`src/rtl/axi_slave_pkg.sv`:
```
// Shared AXI slave definitions: burst/response codes, FSM states, descriptor control fields.
// Latency: n/a (types, constants and one pure helper function).
// Backpressure: n/a.
// Contents: BURST_* and RESP_* codes, state_t, desc_t, wrap_len_ok().
package axi_slave_pkg;

  localparam logic [1:0] BURST_FIXED = 2'b00;
  localparam logic [1:0] BURST_INCR  = 2'b01;
  localparam logic [1:0] BURST_WRAP  = 2'b10;
  localparam logic [1:0] BURST_RSVD  = 2'b11;

  localparam logic [1:0] RESP_OKAY   = 2'b00;
  localparam logic [1:0] RESP_SLVERR = 2'b10;

  typedef enum logic [1:0] {
    ST_IDLE = 2'd0,
    ST_DATA = 2'd1,
    ST_RESP = 2'd2
  } state_t;

  // Width-independent part of a captured write descriptor.
  typedef struct packed {
    logic [2:0] size;     // log2 bytes per beat
    logic [1:0] burst;    // FIXED / INCR / WRAP / reserved
    logic       no_write; // whole burst is drained without touching memory
  } desc_t;

  // WRAP bursts are only legal for 2, 4, 8 or 16 beats.
  function automatic logic wrap_len_ok(input logic [31:0] len);
    return (len == 32'd1) || (len == 32'd3) || (len == 32'd7) || (len == 32'd15);
  endfunction

endpackage

```
`src/rtl/axi_burst_addr_gen.sv`:
```
// Next-beat address and byte-lane mask generator for AXI FIXED/INCR/WRAP bursts.
// Latency: purely combinational.
// Backpressure: none; the caller decides when to advance to next_addr.
// Ports: addr/size/len/burst describe the current beat; next_addr is the following
// beat's byte address, lane_mask enables bytes from addr up to the end of its 2^size container.
module axi_burst_addr_gen
  import axi_slave_pkg::*;
#(
  parameter int DATA_WIDTH = 32,
  parameter int ADD_WIDTH  = 32,
  parameter int LEN_WIDTH  = 8
) (
  input  logic [ADD_WIDTH-1:0]    addr,
  input  logic [2:0]              size,
  input  logic [LEN_WIDTH-1:0]    len,
  input  logic [1:0]              burst,
  output logic [ADD_WIDTH-1:0]    next_addr,
  output logic [DATA_WIDTH/8-1:0] lane_mask
);

  localparam int STRB = DATA_WIDTH / 8;
  localparam logic [ADD_WIDTH-1:0] BUS_MASK = ADD_WIDTH'(STRB - 1);

  logic [ADD_WIDTH-1:0] size_bytes;
  logic [ADD_WIDTH-1:0] aligned;
  logic [ADD_WIDTH-1:0] incr_addr;
  logic [ADD_WIDTH-1:0] wrap_mask;
  logic [ADD_WIDTH-1:0] wrap_addr;
  logic [ADD_WIDTH-1:0] lane_lo;
  logic [ADD_WIDTH-1:0] lane_hi;

  always_comb begin
    size_bytes = ADD_WIDTH'(1) << size;
    aligned    = addr & ~(size_bytes - ADD_WIDTH'(1));
    incr_addr  = aligned + size_bytes;
    // Container of (len+1) beats; the wrapped address keeps the container base
    // and takes only the in-container offset from the incremented address.
    wrap_mask  = ((ADD_WIDTH'(len) + ADD_WIDTH'(1)) << size) - ADD_WIDTH'(1);
    wrap_addr  = (addr & ~wrap_mask) | (incr_addr & wrap_mask);

    case (burst)
      BURST_FIXED: next_addr = addr;
      BURST_WRAP:  next_addr = wrap_len_ok(32'(len)) ? wrap_addr : incr_addr;
      default:     next_addr = incr_addr;
    endcase

    // Enabled lanes: from the (possibly unaligned) start byte to the end of the
    // size-aligned container, both measured within the bus word.
    lane_lo   = addr & BUS_MASK;
    lane_hi   = (aligned & BUS_MASK) + size_bytes;
    lane_mask = '0;
    for (int b = 0; b < STRB; b++) begin
      lane_mask[b] = (ADD_WIDTH'(b) >= lane_lo) && (ADD_WIDTH'(b) < lane_hi);
    end
  end

endmodule

```
`src/rtl/axi_wdata_slave.sv`:
```
// AXI write-data slave: takes one burst descriptor, drains its W beats into a byte-enabled memory port, returns B.
// Latency: memory write one cycle after each accepted beat; bvalid the cycle after the last beat.
// Backpressure: desc_ready only in IDLE, wready only in DATA (one beat/cycle), bvalid holds until bready.
// Ports: desc_* descriptor in; w* data in; b* response out; mem_* synchronous write port; err_wlast pulse.
// Build option: define WLAST_CHECK_EN to check wlast against the beat counter (else err_wlast is 0).
module axi_wdata_slave
  import axi_slave_pkg::*;
#(
  parameter int DATA_WIDTH = 32,
  parameter int ADD_WIDTH  = 32,
  parameter int ID_WIDTH   = 4,
  parameter int LEN_WIDTH  = 8
) (
  input  logic                    clk,
  input  logic                    reset,
  input  logic                    desc_valid,
  output logic                    desc_ready,
  input  logic [ADD_WIDTH-1:0]    desc_addr,
  input  logic [ID_WIDTH-1:0]     desc_id,
  input  logic [LEN_WIDTH-1:0]    desc_len,
  input  logic [2:0]              desc_size,
  input  logic [1:0]              desc_burst,
  input  logic [ID_WIDTH-1:0]     wid,
  input  logic [DATA_WIDTH-1:0]   wdata,
  input  logic [DATA_WIDTH/8-1:0] wstrb,
  input  logic                    wlast,
  input  logic                    wvalid,
  output logic                    wready,
  output logic [ID_WIDTH-1:0]     bid,
  output logic [1:0]              bresp,
  output logic                    bvalid,
  input  logic                    bready,
  output logic                    mem_we,
  output logic [ADD_WIDTH-1:0]    mem_addr,
  output logic [DATA_WIDTH-1:0]   mem_wdata,
  output logic [DATA_WIDTH/8-1:0] mem_be,
  output logic                    err_wlast
);

  localparam int STRB    = DATA_WIDTH / 8;
  localparam int BUS_LSB = $clog2(STRB);
  localparam logic [ADD_WIDTH-1:0] BUS_MASK = ADD_WIDTH'(STRB - 1);

  state_t                 state_q, state_d;
  desc_t                  ctl_q, ctl_d;
  logic [ADD_WIDTH-1:0]   addr_q, addr_d;
  logic [ID_WIDTH-1:0]    id_q, id_d;
  logic [LEN_WIDTH-1:0]   len_q, len_d;
  logic [LEN_WIDTH-1:0]   cnt_q, cnt_d;
  logic [1:0]             resp_q, resp_d;

  logic                   desc_ready_d, wready_d, bvalid_d;
  logic [ID_WIDTH-1:0]    bid_d;
  logic [1:0]             bresp_d;
  logic                   mem_we_d;
  logic [ADD_WIDTH-1:0]   mem_addr_d;
  logic [DATA_WIDTH-1:0]  mem_wdata_d;
  logic [STRB-1:0]        mem_be_d;
  logic                   err_wlast_d;

  logic [ADD_WIDTH-1:0]   next_addr;
  logic [STRB-1:0]        lane_mask;
  logic                   size_err;

`ifndef WLAST_CHECK_EN
  logic unused_wlast;
  assign unused_wlast = wlast;
`endif

  axi_burst_addr_gen #(
    .DATA_WIDTH (DATA_WIDTH),
    .ADD_WIDTH  (ADD_WIDTH),
    .LEN_WIDTH  (LEN_WIDTH)
  ) u_addr_gen (
    .addr      (addr_q),
    .size      (ctl_q.size),
    .len       (len_q),
    .burst     (ctl_q.burst),
    .next_addr (next_addr),
    .lane_mask (lane_mask)
  );

  // Beats wider than the bus cannot be placed on the memory port.
  assign size_err = ({29'd0, desc_size} > 32'(BUS_LSB));

  always_comb begin
    state_d     = state_q;
    ctl_d       = ctl_q;
    addr_d      = addr_q;
    id_d        = id_q;
    len_d       = len_q;
    cnt_d       = cnt_q;
    resp_d      = resp_q;
    bid_d       = bid;
    bresp_d     = bresp;
    mem_we_d    = 1'b0;
    mem_addr_d  = mem_addr;
    mem_wdata_d = mem_wdata;
    mem_be_d    = mem_be;
    err_wlast_d = 1'b0;

    unique case (state_q)
      ST_IDLE: begin
        if (desc_valid && desc_ready) begin
          addr_d         = desc_addr;
          id_d           = desc_id;
          len_d          = desc_len;
          cnt_d          = desc_len;
          ctl_d.size     = desc_size;
          ctl_d.burst    = desc_burst;
          ctl_d.no_write = size_err || (desc_burst == BURST_RSVD);
          // An illegal WRAP length is still written (as INCR) but reported.
          if (size_err || (desc_burst == BURST_RSVD) ||
              ((desc_burst == BURST_WRAP) && !wrap_len_ok(32'(desc_len)))) begin
            resp_d = RESP_SLVERR;
          end else begin
            resp_d = RESP_OKAY;
          end
          state_d = ST_DATA;
        end
      end

      ST_DATA: begin
        if (wvalid && wready) begin
          mem_we_d    = !ctl_q.no_write && (wid == id_q);
          mem_addr_d  = addr_q & ~BUS_MASK;
          mem_wdata_d = wdata;
          mem_be_d    = wstrb & lane_mask;
          if (wid != id_q) begin
            resp_d = RESP_SLVERR;
          end
`ifdef WLAST_CHECK_EN
          if (wlast != (cnt_q == '0)) begin
            err_wlast_d = 1'b1;
            resp_d      = RESP_SLVERR;
          end
`endif
          // The counter alone ends the burst, so it never wraps below zero.
          if (cnt_q == '0) begin
            bid_d   = id_q;
            bresp_d = resp_d;
            state_d = ST_RESP;
          end else begin
            cnt_d  = cnt_q - LEN_WIDTH'(1);
            addr_d = next_addr;
          end
        end
      end

      ST_RESP: begin
        if (bvalid && bready) begin
          state_d = ST_IDLE;
        end
      end

      default: state_d = ST_IDLE;
    endcase

    // Handshake outputs are registered copies of the next state.
    desc_ready_d = (state_d == ST_IDLE);
    wready_d     = (state_d == ST_DATA);
    bvalid_d     = (state_d == ST_RESP);
  end

  always_ff @(posedge clk or negedge reset) begin
    if (!reset) begin
      state_q    <= ST_IDLE;
      ctl_q      <= '0;
      addr_q     <= '0;
      id_q       <= '0;
      len_q      <= '0;
      cnt_q      <= '0;
      resp_q     <= RESP_OKAY;
      desc_ready <= 1'b0;
      wready     <= 1'b0;
      bvalid     <= 1'b0;
      bid        <= '0;
      bresp      <= '0;
      mem_we     <= 1'b0;
      mem_addr   <= '0;
      mem_wdata  <= '0;
      mem_be     <= '0;
      err_wlast  <= 1'b0;
    end else begin
      state_q    <= state_d;
      ctl_q      <= ctl_d;
      addr_q     <= addr_d;
      id_q       <= id_d;
      len_q      <= len_d;
      cnt_q      <= cnt_d;
      resp_q     <= resp_d;
      desc_ready <= desc_ready_d;
      wready     <= wready_d;
      bvalid     <= bvalid_d;
      bid        <= bid_d;
      bresp      <= bresp_d;
      mem_we     <= mem_we_d;
      mem_addr   <= mem_addr_d;
      mem_wdata  <= mem_wdata_d;
      mem_be     <= mem_be_d;
      err_wlast  <= err_wlast_d;
    end
  end

endmodule
```
`config.mk`:
```
export PLATFORM = sky130hd
export DESIGN_NAME = axi_wdata_slave
export DESIGN_NICKNAME = d
export VERILOG_FILES = /design/src/rtl/axi_slave_pkg.sv /design/src/rtl/axi_burst_addr_gen.sv /design/src/rtl/axi_wdata_slave.sv
export SDC_FILE = /design/constraint.sdc
export NUM_CORES = 1
export LEC_CHECK = 0
export BUFFER_PORTS_ARGS = -buffer_cell sky130_fd_sc_hd__buf_2
export CORE_MARGIN = 4
export CORE_UTILIZATION = 45
export DETAILED_ROUTE_END_ITERATION = 8
export PLACE_DENSITY_LB_ADDON = 0.15
export SKIP_CTS_REPAIR_TIMING = 1
export SLEW_MARGIN = 20
export SYNTH_ARGS = -nofsm -noshare
export SYNTH_HDL_FRONTEND = slang
export SYNTH_SLANG_ARGS = --single-unit
```
`constraint.sdc`:
```
create_clock -name clk -period 3.11 [get_ports clk]
set_input_delay 0.311 -clock clk [delete_from_list [all_inputs] [get_ports clk]]
set_output_delay 0.311 -clock clk [all_outputs]
set_load 0.02 [all_outputs]
```
== After elaboration in Yosys (flattened, before gate mapping) ==
Cells that the tools add are included.
Widths: inputs -> output; s select.

* Register bits: 138
* Input port bits: 95
* Output and inout port bits: 79
* Logic and storage cells: 115

* Add/subtract/negate cells: 6
* Magnitude comparators: 9
* Equal/unequal tests: 21
* Shift operators: 2
* Muxes and demuxes: 22
* Bitwise operators: 7
* Reductions and logical operators: 30

{| class="wikitable"
|+ Operators by type and width
! kind !! number
|-
| $mux 32 || 4
|-
| $pmux 32 s2 || 2
|-
| $and 32x32->32 || 3
|-
| $lt 1x32->1 const A || 2
|-
| $lt 2x32->1 const A || 2
|-
| $not 32->32 || 2
|-
| $sub 32x1->32 const B || 2
|-
| $add 2x32->32 || 1
|-
| $add 32x32->32 || 1
|-
| $or 32x32->32 || 1
|-
| $shl 1x3->32 const A || 1
|-
| $shl 32x3->32 || 1
|-
| $mux 8 || 3
|-
| $eq 8x1->1 const B || 2
|-
| $eq 8x2->1 const B || 2
|-
| $eq 8x3->1 const B || 2
|-
| $eq 8x4->1 const B || 2
|-
| $mux 2 || 8
|-
| $pmux 8 s2 || 1
|-
| $eq 2x2->1 const B || 5
|-
| $add 8x1->9 const B || 1
|-
| $logic_and 1x1->1 || 9
|-
| $logic_not 8->1 || 1
|-
| $logic_or 1x1->1 || 8
|-
| 19 further kinds || 31
|}

== Longest topological paths before layout ==
* Depth in word-level cells: 12
* Gate-level depth with buffers: 17
* Depth with buffers taken out: 14

== Hierarchy ==
A second synthesis with hierarchy kept.

* Cell total of the unflattened synthesis: 1,053
* Area, all modules: 8,565.7 um^2

{| class="wikitable"
|+ By module, submodules not included
! module !! times used !! cells each !! area each (um^2) !! sequential area each (um^2)
|-
| axi_wdata_slave || 1 || 619 || 5,830.6 || 3,453.3
|-
| axi_burst_addr_gen || 1 || 434 || 2,735.1 || 0.0
|}

== Least setup slack after synthesis ==
Ideal clock, no wire load.

* Path type: register to register
* From: reg ctl_q[4] (netlist bit)
* To: reg (tool-made name)
* Library setup time: 0.123 ns
* Data arrival time: 3.175 ns
* Required time: 2.987 ns
* Setup slack: -0.188 ns
* Stages on the path, launching flop included: 17
* Buffers on the path: 5
* Clock period less this slack: 3.298 ns
* Cells stage by stage: dfrtp_1 -> buf_6 -> buf_6 -> buf_4 -> buf_2 -> buf_2 -> nor3_1 -> and2_1 -> ha_1 -> o21bai_1 -> a211oi_1 -> o21ai_1 -> nand2_1 -> nor3_1 -> nand2_1 -> a221o_1 -> o221a_2

{| class="wikitable"
|+ RTL lines
! item !! line !! source
|-
| start: declaration || axi_wdata_slave.sv:45 || <nowiki>desc_t ctl_q, ctl_d;</nowiki>
|-
| start signal: assignment || axi_wdata_slave.sv:186 || <nowiki>ctl_q <= ctl_d;</nowiki>
|}

==> results.sh <==
export IMPL_worstHoldEndpoint="mem_wdata[6]"
export IMPL_num_rows=48
export IMPL_holdPathStages=3
export IMPL_synthCells=1000
export IMPL_antenna_found_initial=2
export IMPL_drive_above_1_share_pct=30.09
export IMPL_dpl_cell_area_um2=9737
export IMPL_initial_core_util_pct=46.46
export IMPL_cp_arrival_ps=3360
export IMPL_outcome="complete, no violations"
export IMPL_fillCellCount=1617
export IMPL_fp_dieH_um=142.6
export IMPL_route_detailed_drc=0
export IMPL_p_leak_nw=5.081
export IMPL_r2r_start="len_q[0]"
export IMPL_boundaryPins=174
export IMPL_synth_seq_cells=138
export IMPL_cts_path_max_buffers=2
export IMPL_ys_seq_area_share_pct=42.38
export IMPL_crit_fanout=6
export IMPL_final_cells=1468
export IMPL_cts_root_buf="clkbuf_16"
export IMPL_min_path_type="input port to register"
export IMPL_met3_usage_pct=3.864
export IMPL_async_flop_share_pct=100.0
export IMPL_worst_pin_slew_ps=783.9
export IMPL_crit_type="register to register"
export IMPL_grt_max_degree=80
export IMPL_finalSetupViolCount=0
export IMPL_routabilityCongestion=0.9024
export IMPL_synth_area_um2=8148
export IMPL_crit_path_end_kind="register"
export IMPL_worstPathRequired_ps=3420
export IMPL_wire_per_inst_um=16.09
export IMPL_period_share_pct=98.16
export IMPL_htreeDepth=4
export IMPL_clk_pin_slew_ps=70
export IMPL_synth_area_per_cell_um2=8.148
export IMPL_max_stage_delay_ps=540
export IMPL_ys_flop_type="dfrtp_1"
export IMPL_dieArea_um2=20320
export IMPL_crit_path_start_kind="register"
export IMPL_coreArea_um2=17540
export IMPL_hp_start="wdata[6]"
export IMPL_timing_fmax_mhz=327.6
export IMPL_io_buffer_count=169
export IMPL_grt_busiest_layer="met2"
export IMPL_startpoint="len_q[0]"
export IMPL_grt_overflow_total=0
export IMPL_vias=7892
export IMPL_synth_warnings=0
export IMPL_critPathSlowestCell="or4_4"
export IMPL_final_antenna_net_count=0
export IMPL_hpwl_um=17090
export IMPL_power_density_nw_per_um2=1122
export IMPL_area_growth_pct=29.50
export IMPL_rsz0062_at_grt="yes"
export IMPL_gr_usage_met1_pct=32.67
export IMPL_clock_latency_ps=420
export IMPL_synth_edff_count=0
export IMPL_dr_pass1_iters=5
export IMPL_wirelength_um=23630
export IMPL_design_area_um2=10550
export IMPL_antenna_cells=0
export IMPL_cts_sinks=138
export IMPL_first_iter_violations=577
export IMPL_tritoncts="built"
export IMPL_reg2reg_depth=13
export IMPL_avgViaCountPerCell=5.376
export IMPL_rrSetupSlack_ps=60
export IMPL_skew_ps=11.64
export IMPL_numCtsBuffers=17
export IMPL_relSlewSlack_pct=47.74
export IMPL_grt_pass1_wl_um=38360
export IMPL_track_usage_pct=23.43
export IMPL_grt_pass1_vias=7586
export IMPL_finalHoldViolCount=0
export IMPL_num_nets_final=1336
export IMPL_vdd_drop_max_v=0.0005801
export IMPL_die_w_um=142.6
export IMPL_dp_cells=1424
export IMPL_grt_use_met2_pct=37.54
export IMPL_period_needed_ps=3053
export IMPL_synth_cell_types=87
export IMPL_drv_cap=0
export IMPL_finalMaxSlewViolations=0
export IMPL_path_cells="ha_4, buf_4, xnor2_2, a211o_1, nor3_2, or4_4, nor3b_4, nand3_1, nor2_1, ha_1, a21oi_2, a21oi_1, o22a_1"
-- cell type report --
type / count / area [um2] / area share [%]
inverters: 27 / 108.9 / 1.032
clock inverters: 12 / 117.6 / 1.115
repair buffers: 275 / 1695 / 16.07
flip-flops and latches: 138 / 3457 / 32.76
multi-input cells: 772 / 4448 / 42.16
well taps: 225 / 281.5 / 2.668
clock buffers: 19 / 442.9 / 4.198
-- metrics by stage --
step                      hold slack [ps]  setup slack, ps  total power, mW  util, %  TNS [ps]
after floorplan                     15.41           -4.986            7.326        -    -4.986
after global placement              361.9           -92.72            9.470    55.52    -318.3
after detailed placement            362.7           -138.8            9.572    55.52     -1194
after CTS                          -94.26           -170.0            11.56    58.72     -1852
after global routing                70.65           -128.2            12.80    60.17    -567.1
final                               75.87            57.35            11.84    60.17         0
-- where the power goes --
group / internal [mW] / switching [mW]
Combinational: 2.85 / 3.82
Sequential: 2.58 / 0.632
Clock: 1.13 / 0.828
-- cell usage after synthesis, drive strengths merged (7+ instances only) --
master,n,share of area [%]
and2,11,0.84
nand3,29,1.8
nor2b,7,0.54
a211oi,12,1.2
and3,9,0.69
a21o,8,0.74
ha,10,1.5
xnor2,15,1.6
nand2,283,13
a21oi,50,3.1
nor3,25,1.5
dfrtp,138,42
mux2,10,1.4
o21ai,66,4.1
a31oi,9,0.69
inv,26,1.2
nand4,9,0.84
clkbuf,34,1.6
xor2,8,0.86
or3,7,0.54
o22ai,11,0.84
o211ai,8,0.74
nor2,60,2.8
buf,31,2.3
-- placed cells by master, fill, tap and decap left out, types with 14 or more instances in the layout --
cell	instances
nor3_1	22
dfrtp_1	135
xnor2_1	14
buf_4	97
clkbuf_16	17
nand2_1	280
buf_2	169
inv_1	24
nor2_1	58
nand3_1	28
a21oi_1	45
o21ai_0	59
-- cell families after synthesis --
group / share of synthesized area (%)
other cells: 0.04602
fa+ha+maj: 1.536
simple gates: 26.58
mux: 1.505
compound gates: 20.32
buf+inv: 5.159
xor+xnor: 2.472
flops: 42.38
-- metal layers --
layer	part of all wire, %	wire length, um
met1	46	10930
met2	47	11040
met3	5.0	1188
met4	1.9	446
met5	0.11	26
-- how the worst max path moves through the flow --
stage	end	slack [ps]	cells after the start
3_5_place_dp	register	-140	12
3_3_place_gp	register	-90	10
2_1_floorplan	register	-5	17
4_1_cts	register	-170	12
5_1_grt	register	-130	13
6_report	register	60	13
-- worst max-delay path, delay by kind of cell, from the launching register on --
| kind | cells | cell delay (ps) |
|---|---|---|
| and+or+nand+nor | 5 | 1140 |
| AOI/OAI and AO/OA | 4 | 580 |
| DFF | 1 | 460 |
| adders and majority gates | 2 | 460 |
| buffers and inverters | 1 | 140 |
| xor gates and xnor gates | 1 | 140 |
Power figures use the tool's default switching activity.
